## config.mk

```make
export PLATFORM = sky130hd
export DESIGN_NAME = glyph_row_reader_flat
export DESIGN_NICKNAME = d
export VERILOG_FILES = /design/src/rtl/glyph_row_reader_if.sv /design/src/rtl/glyph_row_reader.sv /design/src/flat_wrapper.sv
export SDC_FILE = /design/constraint.sdc
export NUM_CORES = 1
export LEC_CHECK = 0
export ABC_AREA = 1
export CAP_MARGIN = 5
export CORE_MARGIN = 2
export CORE_UTILIZATION = 49
export DETAILED_ROUTE_END_ITERATION = 6
export PLACE_DENSITY = 0.76
export RECOVER_POWER = 50
export SLEW_MARGIN = 10
export SYNTH_ARGS = -nofsm -noshare
export SYNTH_HDL_FRONTEND = slang
export SYNTH_SLANG_ARGS = --single-unit
```

## constraint.sdc

```tcl
create_clock -name clock -period 1.42 [get_ports clock]
set_input_delay 0.426 -clock clock [delete_from_list [all_inputs] [get_ports clock]]
set_output_delay 0.426 -clock clock [all_outputs]
set_load 0.05 [all_outputs]
```

## src/rtl/glyph_row_reader_if.sv

```systemverilog
// Glyph row reader bus: glyph ROM read port, row stream handshake and scan control.
interface glyph_row_reader_if #(
  parameter int COLS   = 8,
  parameter int ROWS   = 16,
  parameter int ADDR_W = 7
);
  localparam int RW = (ROWS > 1) ? $clog2(ROWS) : 1;

  logic              start;
  logic              abort;
  logic [ADDR_W-1:0] rom_addr;
  logic              rom_q;
  logic [COLS-1:0]   row_data;
  logic [RW-1:0]     row_idx;
  logic              row_valid;
  logic              row_ready;
  logic              busy;
  logic              done;

  // Reader side
  modport master (
    input  start, abort, rom_q, row_ready,
    output rom_addr, row_data, row_idx, row_valid, busy, done
  );

  // Environment side: controller, ROM and row consumer
  modport slave (
    output start, abort, rom_q, row_ready,
    input  rom_addr, row_data, row_idx, row_valid, busy, done
  );
endinterface

```

## src/rtl/glyph_row_reader.sv

```systemverilog
// Scans a 1-bit glyph ROM row by row, packs each row (col 0 in MSB) and
// delivers it over a valid/ready handshake. The ROM read latency of one
// cycle is absorbed by a delayed capture strobe.
module glyph_row_reader #(
  parameter int COLS   = 8,
  parameter int ROWS   = 16,
  parameter int ADDR_W = 7
) (
  input  logic                 clock,
  input  logic                 rst_n,
  glyph_row_reader_if.master   bus
);
  localparam int RW = (ROWS > 1) ? $clog2(ROWS) : 1;
  localparam int CW = (COLS > 1) ? $clog2(COLS) : 1;

  typedef enum logic [1:0] {IDLE, FETCH, LAT, HOLD} state_t;

  state_t            state_q, state_d;
  logic [RW-1:0]     row_q, row_d;
  logic [CW-1:0]     col_q, col_d;
  logic [ADDR_W-1:0] addr_q, addr_d;
  logic [COLS-2:0]   sh_q, sh_d;
  logic              cap_q, cap_d;
  logic [COLS-1:0]   rdata_q, rdata_d;
  logic [RW-1:0]     ridx_q, ridx_d;
  logic              valid_q, valid_d;
  logic              busy_q, busy_d;
  logic              done_q, done_d;
  logic [COLS-1:0]   sh_shift;

  // Next-state, address generation, capture and handshake decisions
  always_comb begin
    state_d  = state_q;
    row_d    = row_q;
    col_d    = col_q;
    addr_d   = addr_q;
    sh_d     = sh_q;
    cap_d    = 1'b0;
    rdata_d  = rdata_q;
    ridx_d   = ridx_q;
    valid_d  = valid_q;
    busy_d   = busy_q;
    done_d   = 1'b0;

    // rom_q belongs to the address issued one cycle earlier, so capture
    // follows the issue strobe by one cycle.
    sh_shift = {sh_q, bus.rom_q};
    if (cap_q) sh_d = sh_shift[COLS-2:0];

    unique case (state_q)
      IDLE: begin
        addr_d = '0;
        if (bus.start) begin
          state_d = FETCH;
          row_d   = '0;
          col_d   = '0;
          busy_d  = 1'b1;
        end
      end
      FETCH: begin
        cap_d = 1'b1;
        col_d = col_q + CW'(1);
        if (col_q == CW'(COLS - 1)) begin
          state_d = LAT;
        end else begin
          addr_d = addr_q + ADDR_W'(1);
        end
      end
      LAT: begin
        state_d = HOLD;
        rdata_d = sh_shift;
        ridx_d  = row_q;
        valid_d = 1'b1;
      end
      HOLD: begin
        if (bus.row_ready) begin
          valid_d = 1'b0;
          if (row_q == RW'(ROWS - 1)) begin
            state_d = IDLE;
            busy_d  = 1'b0;
            done_d  = 1'b1;
            addr_d  = '0;
          end else begin
            state_d = FETCH;
            row_d   = row_q + RW'(1);
            col_d   = '0;
            addr_d  = ADDR_W'(row_q) * ADDR_W'(COLS) + ADDR_W'(COLS);
          end
        end
      end
      default: state_d = IDLE;
    endcase

    // Abort wins over the handshake; row_data is intentionally left as is.
    if (bus.abort && state_q != IDLE) begin
      state_d = IDLE;
      valid_d = 1'b0;
      busy_d  = 1'b0;
      done_d  = 1'b0;
      cap_d   = 1'b0;
      addr_d  = '0;
    end
  end

  // State and registered outputs
  always_ff @(posedge clock or negedge rst_n) begin
    if (!rst_n) begin
      state_q <= IDLE;
      row_q   <= '0;
      col_q   <= '0;
      addr_q  <= '0;
      sh_q    <= '0;
      cap_q   <= 1'b0;
      rdata_q <= '0;
      ridx_q  <= '0;
      valid_q <= 1'b0;
      busy_q  <= 1'b0;
      done_q  <= 1'b0;
    end else begin
      state_q <= state_d;
      row_q   <= row_d;
      col_q   <= col_d;
      addr_q  <= addr_d;
      sh_q    <= sh_d;
      cap_q   <= cap_d;
      rdata_q <= rdata_d;
      ridx_q  <= ridx_d;
      valid_q <= valid_d;
      busy_q  <= busy_d;
      done_q  <= done_d;
    end
  end

  assign bus.rom_addr  = addr_q;
  assign bus.row_data  = rdata_q;
  assign bus.row_idx   = ridx_q;
  assign bus.row_valid = valid_q;
  assign bus.busy      = busy_q;
  assign bus.done      = done_q;
endmodule

```

## src/flat_wrapper.sv

```systemverilog
// flat-port wrapper written by rule: the top's interface ports become plain ports
module glyph_row_reader_flat 
#(
  parameter int COLS   = 8,
  parameter int ROWS   = 16,
  parameter int ADDR_W = 7
)
  (clock, rst_n, bus_start, bus_abort, bus_rom_q, bus_row_ready, bus_rom_addr, bus_row_data, bus_row_idx, bus_row_valid, bus_busy, bus_done);
  glyph_row_reader_if #(.COLS(COLS), .ROWS(ROWS), .ADDR_W(ADDR_W)) bus_i ();
  input  logic clock;
  input  logic rst_n;
  input wire logic [$bits(bus_i.start)-1:0] bus_start;
  input wire logic [$bits(bus_i.abort)-1:0] bus_abort;
  input wire logic [$bits(bus_i.rom_q)-1:0] bus_rom_q;
  input wire logic [$bits(bus_i.row_ready)-1:0] bus_row_ready;
  output wire logic [$bits(bus_i.rom_addr)-1:0] bus_rom_addr;
  output wire logic [$bits(bus_i.row_data)-1:0] bus_row_data;
  output wire logic [$bits(bus_i.row_idx)-1:0] bus_row_idx;
  output wire logic [$bits(bus_i.row_valid)-1:0] bus_row_valid;
  output wire logic [$bits(bus_i.busy)-1:0] bus_busy;
  output wire logic [$bits(bus_i.done)-1:0] bus_done;
  assign bus_i.start = bus_start;
  assign bus_i.abort = bus_abort;
  assign bus_i.rom_q = bus_rom_q;
  assign bus_i.row_ready = bus_row_ready;
  assign bus_rom_addr = bus_i.rom_addr;
  assign bus_row_data = bus_i.row_data;
  assign bus_row_idx = bus_i.row_idx;
  assign bus_row_valid = bus_i.row_valid;
  assign bus_busy = bus_i.busy;
  assign bus_done = bus_i.done;
  glyph_row_reader #(.COLS(COLS), .ROWS(ROWS), .ADDR_W(ADDR_W)) u_core (.clock(clock), .rst_n(rst_n), .bus(bus_i));
endmodule
```

=== Yosys cells after proc, flatten, opt, wreduce, memory -nomap -nowiden ===
Index checks and enable logic that the tools add are counted.
W data, S select, Z words.

* Bits of input ports: 6
* Register bits: 39
* Output and inout bits: 22

* Mux-type cells: 33
* Reductions and logical operators: 14
* Equal/unequal tests: 13
* Add/sub/neg operators: 4

{| class="wikitable"
|+ Operators with widths
! operator !! count
|-
| $mux W7 || 4
|-
| $pmux W7 S3 || 1
|-
| $mux W1 || 13
|-
| $mux W4 || 3
|-
| $reduce_and A4 Y1 || 3
|-
| $mux W3 || 3
|-
| $pmux W3 S3 || 1
|-
| $reduce_bool A3 Y1 || 3
|-
| $mux W2 || 4
|-
| $pmux W2 S4 || 1
|-
| $pmux W4 S2 || 1
|-
| $add A7 B1 Y7 const B || 1
|-
| $add A7 B4 Y7 const B || 1
|-
| $ne A2 B2 Y1 const B || 3
|-
| $ne A3 B1 Y1 const B || 2
|-
| $ne A3 B2 Y1 const B || 2
|-
| $reduce_and A3 Y1 || 2
|-
| $add A4 B1 Y4 const B || 1
|-
| $eq A2 B2 Y1 const B || 2
|-
| $eq A4 B4 Y1 const B || 1
|-
| $pmux W1 S2 || 2
|-
| $reduce_bool A2 Y1 || 2
|-
| $reduce_bool A4 Y1 || 1
|-
| $add A3 B1 Y3 const B || 1
|-
| other kinds (6) || 6
|}

=== Depth between registers and ports, before layout ===
* Depth after elaboration: 5
* Mapped depth: 10
* Gate-level depth less buffers: 10

=== Worst setup path after synthesis ===
Ideal clock, no wire load.

* Kind: register to register
* Start: reg u_core.addr_q[1], in the netlist u_core.bus.rom_addr[1]
* End: reg u_core.addr_q[6], in the netlist u_core.bus.rom_addr[6]
* Required time: 1302 ps
* Buffers on the path: 0
* Stages on the path, launching flop included: 9
* Arrival time: 1418 ps
* Clock period less this slack: 1536 ps
* Path slack: -116 ps
* Cell sequence: dfrtp_1 ha_1 nand2_1 nor2_1 nand3_1 nand3_1 nand2_1 nand2_1 nand2_1

* Word-level cells in the longest chain between the ends: 4

{| class="wikitable"
|+ Ends and longest elaborated chain
! item !! RTL line !! text
|-
| start: declaration || glyph_row_reader.sv:21 || <nowiki>logic [ADDR_W-1:0] addr_q, addr_d;</nowiki>
|-
| start signal: assignment || glyph_row_reader.sv:123 || <nowiki>addr_q <= addr_d;</nowiki>
|-
| $add A7 B1 Y7 || glyph_row_reader.sv:66 || <nowiki>addr_d = addr_q + ADDR_W'(1);</nowiki>
|-
| $mux W7 || glyph_row_reader.sv:63 || <nowiki>if (col_q == CW'(COLS - 1)) begin</nowiki>
|-
| $pmux W7 S3 || glyph_row_reader.sv:50 || <nowiki>unique case (state_q)</nowiki>
|-
| $mux W7 || glyph_row_reader.sv:95 || <nowiki>if (bus.abort && state_q != IDLE) begin</nowiki>
|}

No other way between the ends. The select of a mux whose other input is x is not followed.
A chain may end at the register's enable or synchronous reset.

=== Final worst setup path ===
* Start: reg u_core.state_q[1]
* End: reg u_core.done_q, in the netlist u_core.bus.done

* Word-level cells in the longest chain between the ends: 3
* Elaborated cells on any way between the ends: 5

{| class="wikitable"
|+ Ends and longest elaborated chain
! item !! RTL line !! text
|-
| start: declaration || glyph_row_reader.sv:18 || <nowiki>state_t state_q, state_d;</nowiki>
|-
| start signal: assignment || glyph_row_reader.sv:120 || <nowiki>state_q <= state_d;</nowiki>
|-
| $eq A2 B2 Y1 or $reduce_bool A2 Y1 (tied branches) || glyph_row_reader.sv:50, glyph_row_reader.sv:95 ||
|-
| $mux W1 or $logic_and A1 B1 Y1 (tied branches) || glyph_row_reader.sv:50, glyph_row_reader.sv:95 ||
|-
| $mux W1 (*) || glyph_row_reader.sv:95 ||
|-
| named net u_core.done_d || glyph_row_reader.sv:28 || <nowiki>logic done_q, done_d;</nowiki>
|-
| end signal: assignment || glyph_row_reader.sv:130 || <nowiki>done_q <= done_d;</nowiki>
|-
| end: declaration || glyph_row_reader.sv:28 ||
|}

Mark *: on every way through the listed nets, which the timed path passes. The rest lies on a longest branch.

==> impl_metrics.prom <==
# TYPE chip_impl_metric gauge
chip_impl_info{name="outcome",value="finished with violations"} 1
chip_impl_info{name="violations_in_the_final_reports",value="negative setup slack"} 1
chip_impl_metric{name="async_flop_share",unit=""} 1.000
chip_impl_metric{name="gr-usage-all-layers",unit=""} 0.2152
chip_impl_metric{name="antenna_left",unit=""} 0
chip_impl_metric{name="share_comb_of_total_power",unit=""} 0.567
chip_impl_metric{name="clock_sinks",unit=""} 39
chip_impl_info{name="criticalPathCategory",value="reg2reg"} 1
chip_impl_metric{name="critical_path.max_fanout",unit=""} 4
chip_impl_metric{name="synthesis.yosys.warnings",unit=""} 0
chip_impl_info{name="yosysTopAreaCell",value="sky130_fd_sc_hd__dfrtp_1"} 1
chip_impl_info{name="critical_path.endpoint",value="u_core.bus.done$_DFF_PN0_"} 1
chip_impl_metric{name="antenna_found_initial",unit=""} 0
chip_impl_info{name="cts_tree",value="yes"} 1
chip_impl_metric{name="maxCapViolations",unit=""} 0
chip_impl_metric{name="core-area",unit="µm²"} 3943
chip_impl_metric{name="drv_slew",unit=""} 0
chip_impl_metric{name="pin_count_of_the_biggest_net_entering_global_routing",unit=""} 29
chip_impl_metric{name="final_min_period_over_clock_period",unit=""} 1.025
chip_impl_metric{name="synthAdderAreaFrac",unit=""} 0.05664
chip_impl_metric{name="pwr-share-seq",unit=""} 0.288
chip_impl_metric{name="vias",unit=""} 1753
chip_impl_metric{name="simple_gate_share_of_the_synthesized_area",unit=""} 0.2920
chip_impl_metric{name="syn_nets",unit=""} 252
chip_impl_info{name="yosys_most_used_dff",value="sky130_fd_sc_hd__dfrtp_1"} 1
chip_impl_info{name="min_path_type",value="in2async"} 1
chip_impl_metric{name="syn_to_final_growth",unit="%"} 49.84
chip_impl_metric{name="slowest_delay",unit="ns"} 0.45
chip_impl_metric{name="worst_slew_margin_rel",unit=""} 0.5577
chip_impl_info{name="post-synth-top-count-cell",value="sky130_fd_sc_hd__nand2_1"} 1
chip_impl_metric{name="io_pins",unit=""} 28
chip_impl_metric{name="insertedDiodeCount",unit=""} 0
chip_impl_metric{name="worst-path-buf-inv",unit=""} 4
chip_impl_metric{name="cp.depth",unit=""} 7
chip_impl_metric{name="synth_cell_type_count",unit=""} 26
chip_impl_metric{name="post_synth_mux_area_share",unit=""} 0
chip_impl_metric{name="timing.reg2reg.worst_path_depth",unit=""} 7
chip_impl_metric{name="hpwlAfterDp",unit="mm"} 3.058
chip_impl_info{name="crit_family",value="flip-flops"} 1
chip_impl_metric{name="finalWorstSetupSlack",unit="ns"} -0.03484
chip_impl_metric{name="io_buffers",unit=""} 27
chip_impl_metric{name="timing.final.hold_violations",unit=""} 0
chip_impl_info{name="dominant_combinational_cell_family_by_area_after_synthesis",value="simple AND/OR/NAND/NOR gates"} 1
chip_impl_info{name="synthTopCellsByCount",value="sky130_fd_sc_hd__nand2_1, sky130_fd_sc_hd__dfrtp_1, sky130_fd_sc_hd__nand3_1"} 1
chip_impl_metric{name="finalSetupViolations",unit=""} 2
chip_impl_metric{name="finalPower",unit="mW"} 6.380
chip_impl_metric{name="irDropWorstVdd",unit="mV"} 1.535
chip_impl_metric{name="cellPowerDensity",unit="nW/µm²"} 2142
chip_impl_metric{name="later_pin_clock_latency_in_the_skew_report",unit="ns"} 0.30
chip_impl_info{name="critical_path.most_common_cell",value="sky130_fd_sc_hd__inv_4"} 1
chip_impl_metric{name="synth_top_area_share",unit=""} 0.4909
chip_impl_metric{name="instances_no_fill",unit=""} 340
chip_impl_metric{name="worstPathArrival",unit="ns"} 1.63
chip_impl_metric{name="via_count_of_the_first_global_routing_pass",unit=""} 1685
chip_impl_metric{name="drt-wirelength-per-cell",unit="µm"} 13.29
chip_impl_metric{name="totalNegativeSetupSlack",unit="ns"} -0.06161
chip_impl_metric{name="initial_utilization",unit=""} 0.5043
chip_impl_metric{name="placed_instance_count",unit=""} 328
chip_impl_metric{name="fmaxAchievable",unit="MHz"} 687.4
chip_impl_metric{name="dieArea",unit="µm²"} 4583
chip_impl_metric{name="worstMarginPinSlew",unit="ns"} 0.6635
chip_impl_info{name="cp-startpoint",value="u_core.state_q[1]$_DFFE_PN0P_"} 1
chip_impl_metric{name="chipWidth",unit="µm"} 67.70
chip_impl_metric{name="hold_ws",unit="ns"} 0.1250
chip_impl_info{name="root_buffer",value="sky130_fd_sc_hd__clkbuf_8"} 1
chip_impl_metric{name="critical_path_required",unit="ns"} 1.59
chip_impl_metric{name="finalCriticalPeriod",unit="ns"} 1.455
chip_impl_metric{name="placer_congestion",unit=""} 0.8910
chip_impl_metric{name="fp.dieH",unit="µm"} 67.70
chip_impl_metric{name="first_iter_violations",unit=""} 75
chip_impl_metric{name="drt-total-wl",unit="mm"} 4.520
chip_impl_info{name="critical_path_cell_list",value="inv_4 > ha_4 > inv_4 > nand2_8 > inv_2 > buf_4 > nor3_1"} 1
chip_impl_metric{name="globalRoute.totalOverflow",unit=""} 0
chip_impl_metric{name="number_of_h_tree_levels",unit=""} 2
chip_impl_metric{name="syn-cell-area",unit="µm²"} 1988
chip_impl_info{name="worstSetupStartpointType",value="flip-flop"} 1
chip_impl_metric{name="drt-vias-per-instance",unit=""} 5.156
chip_impl_metric{name="avgSynthCellArea",unit="µm²"} 8.389
chip_impl_metric{name="first_pass_iters",unit=""} 4
chip_impl_metric{name="postSynthRegisterBits",unit=""} 39
chip_impl_metric{name="clkSlewWorstSetupHoldPaths",unit="ns"} 0.07
chip_impl_info{name="reg_to_reg_startpoint",value="u_core.state_q[1]$_DFFE_PN0P_"} 1
chip_impl_metric{name="synth_sequential_area_ratio",unit=""} 0.4909
chip_impl_info{name="regToRegEndpoint",value="u_core.bus.done$_DFF_PN0_"} 1
chip_impl_metric{name="power_report.internal_total",unit="mW"} 3.607
chip_impl_metric{name="cts_buffers",unit=""} 5
chip_impl_metric{name="p_clk_frac",unit=""} 0.145
chip_impl_metric{name="synth_edf_count",unit=""} 0
chip_impl_info{name="worst_setup_path_end_kind",value="flip-flop"} 1
chip_impl_metric{name="power.switching_fraction",unit=""} 0.4347
chip_impl_metric{name="power_leakage",unit="nW"} 1.426
chip_impl_metric{name="fin_worst_skew",unit="ns"} 0.01025
chip_impl_metric{name="switching_power",unit="mW"} 2.773
chip_impl_metric{name="cts.hold.buffers_added",unit=""} 0
chip_impl_metric{name="synthXorXnorAreaFrac",unit=""} 0.004405
chip_impl_metric{name="global_route_wire_length_before_repair",unit="mm"} 7.279
chip_impl_metric{name="syn-instance-count",unit=""} 237
chip_impl_metric{name="final_net_count",unit=""} 304
chip_impl_metric{name="drive_gt1_frac",unit=""} 0.3724
chip_impl_metric{name="cts_max_path_buffers",unit=""} 2
chip_impl_info{name="grt_setup_unrepaired",value="true"} 1
chip_impl_metric{name="num-fill-cells",unit=""} 253
chip_impl_metric{name="r2r_setup_slack",unit="ns"} -0.03
chip_impl_info{name="yosys-top-cells-area",value="sky130_fd_sc_hd__dfrtp_1, sky130_fd_sc_hd__nand2_1, sky130_fd_sc_hd__ha_1"} 1
chip_impl_metric{name="synth_compound_area_frac",unit=""} 0.08811
chip_impl_metric{name="drcViolationCount",unit=""} 0
chip_impl_info{name="critical-path-slowest-cell",value="sky130_fd_sc_hd__dfrtp_2"} 1
chip_impl_metric{name="rows",unit=""} 23
==> repair_timing <==
item                       4_1_cts  5_1_grt
setup endpoints to repair       17       30
cloned                           1        0
buffers inserted                 0        3
pin swaps                        2       11
gates resized for setup         15       32
==> flip-flops by register name (all words and copies together), names as in the netlist <==
register / flops
u_core.bus.row_valid: 1
u_core.col_q: 3
u_core.bus.done: 1
u_core.bus.row_idx: 4
u_core.state_q: 2
u_core.bus.busy: 1
u_core.bus.row_data: 8
u_core.cap_q: 1
u_core.bus.rom_addr: 7
u_core.sh_q: 7
u_core.row_q: 4
==> how the worst min path moves through the flow <==
stage | from | end | cells after the start | slack, ns
4_1_cts | rst_n | u_core.row_q[0]$_DFFE_PN0P_ | 1 | 0.01
3_5_place_dp | rst_n | u_core.bus.row_idx[0]$_DFFE_PN0P_ | 1 | 0.33
3_3_place_gp | rst_n | u_core.bus.row_idx[0]$_DFFE_PN0P_ | 1 | 0.33
6_report | rst_n | u_core.bus.row_idx[0]$_DFFE_PN0P_ | 1 | 0.13
5_1_grt | rst_n | u_core.bus.row_idx[3]$_DFFE_PN0P_ | 1 | 0.16
2_1_floorplan | rst_n | u_core.bus.busy$_DFFE_PN0P_ | 0 | 0.13
==> cell type report <==
class / count / area [µm²] / share of cell area
multi-input combinational: 170 / 1040 / 0.3490
clock inverter: 3 / 43.79 / 0.01470
timing repair buffer: 50 / 680.7 / 0.2285
clock buffer: 5 / 68.82 / 0.02310
tap: 50 / 62.56 / 0.02100
sequential: 39 / 984.7 / 0.3305
inverter: 23 / 98.84 / 0.03318
==> power by group through the flow <==
stage               logic (mW)  registers [mW]  clock network, mW
floorplan                 1.31            2.28                  0
global placement          3.09            1.81                  0
detailed placement        3.15            1.83                  0
CTS                       3.30            1.81              0.949
global route              3.90            1.88              0.992
finish                    3.61            1.84              0.928
==> metal layers <==
| layer | global-route usage | part of all wire |
|---|---|---|
| met1 | 0.2597 | 0.42 |
| met2 | 0.3591 | 0.51 |
| met3 | 0.05167 | 0.043 |
| met4 | 0.1046 | 0.036 |
| met5 | 0 | 0 |
==> through the flow <==
stage,cell area (µm²),worst slack [ns],utilization
global placement,2670,-0.2506,0.6772
CTS,2855,-0.004469,0.7242
global route,2979,-0.08612,0.7556
finish,2979,-0.03484,0.7556
floorplan,1991,0.001659,-
detailed placement,2670,-0.3106,0.6772
==> cell families (layout without fill, tap and decap cells) <==
logic type / after synthesis / count (layout)
and+or+nand+nor: 131 / 132
DFF: 39 / 39
buffers and inverters: 29 / 81
AOI/OAI and AO/OA: 28 / 28
adders and majority gates: 9 / 9
xor gates and xnor gates: 1 / 1
==> layout by cell type (no fill, tap or decap), types with 3 or more instances in the layout <==
master                            count
sky130_fd_sc_hd__ha_1                 3
sky130_fd_sc_hd__a21oi_1              4
sky130_fd_sc_hd__nand4_1              3
sky130_fd_sc_hd__nand3_1             18
sky130_fd_sc_hd__nand3_4              5
sky130_fd_sc_hd__buf_6                3
sky130_fd_sc_hd__o21ai_2              5
sky130_fd_sc_hd__dfrtp_1             32
sky130_fd_sc_hd__inv_4                5
sky130_fd_sc_hd__buf_4               18
sky130_fd_sc_hd__clkbuf_8             5
sky130_fd_sc_hd__clkdlybuf4s50_1      3
sky130_fd_sc_hd__buf_12              23
sky130_fd_sc_hd__o21ai_1              4
sky130_fd_sc_hd__inv_1               13
sky130_fd_sc_hd__nand2_1             75
sky130_fd_sc_hd__nand2_2             12
sky130_fd_sc_hd__ha_4                 4
sky130_fd_sc_hd__o21ai_0             10
sky130_fd_sc_hd__inv_2                5
sky130_fd_sc_hd__dfrtp_2              7
sky130_fd_sc_hd__nor2_4               3
sky130_fd_sc_hd__nor2_1              11
Note: power is estimated with default switching activity, not from simulation.
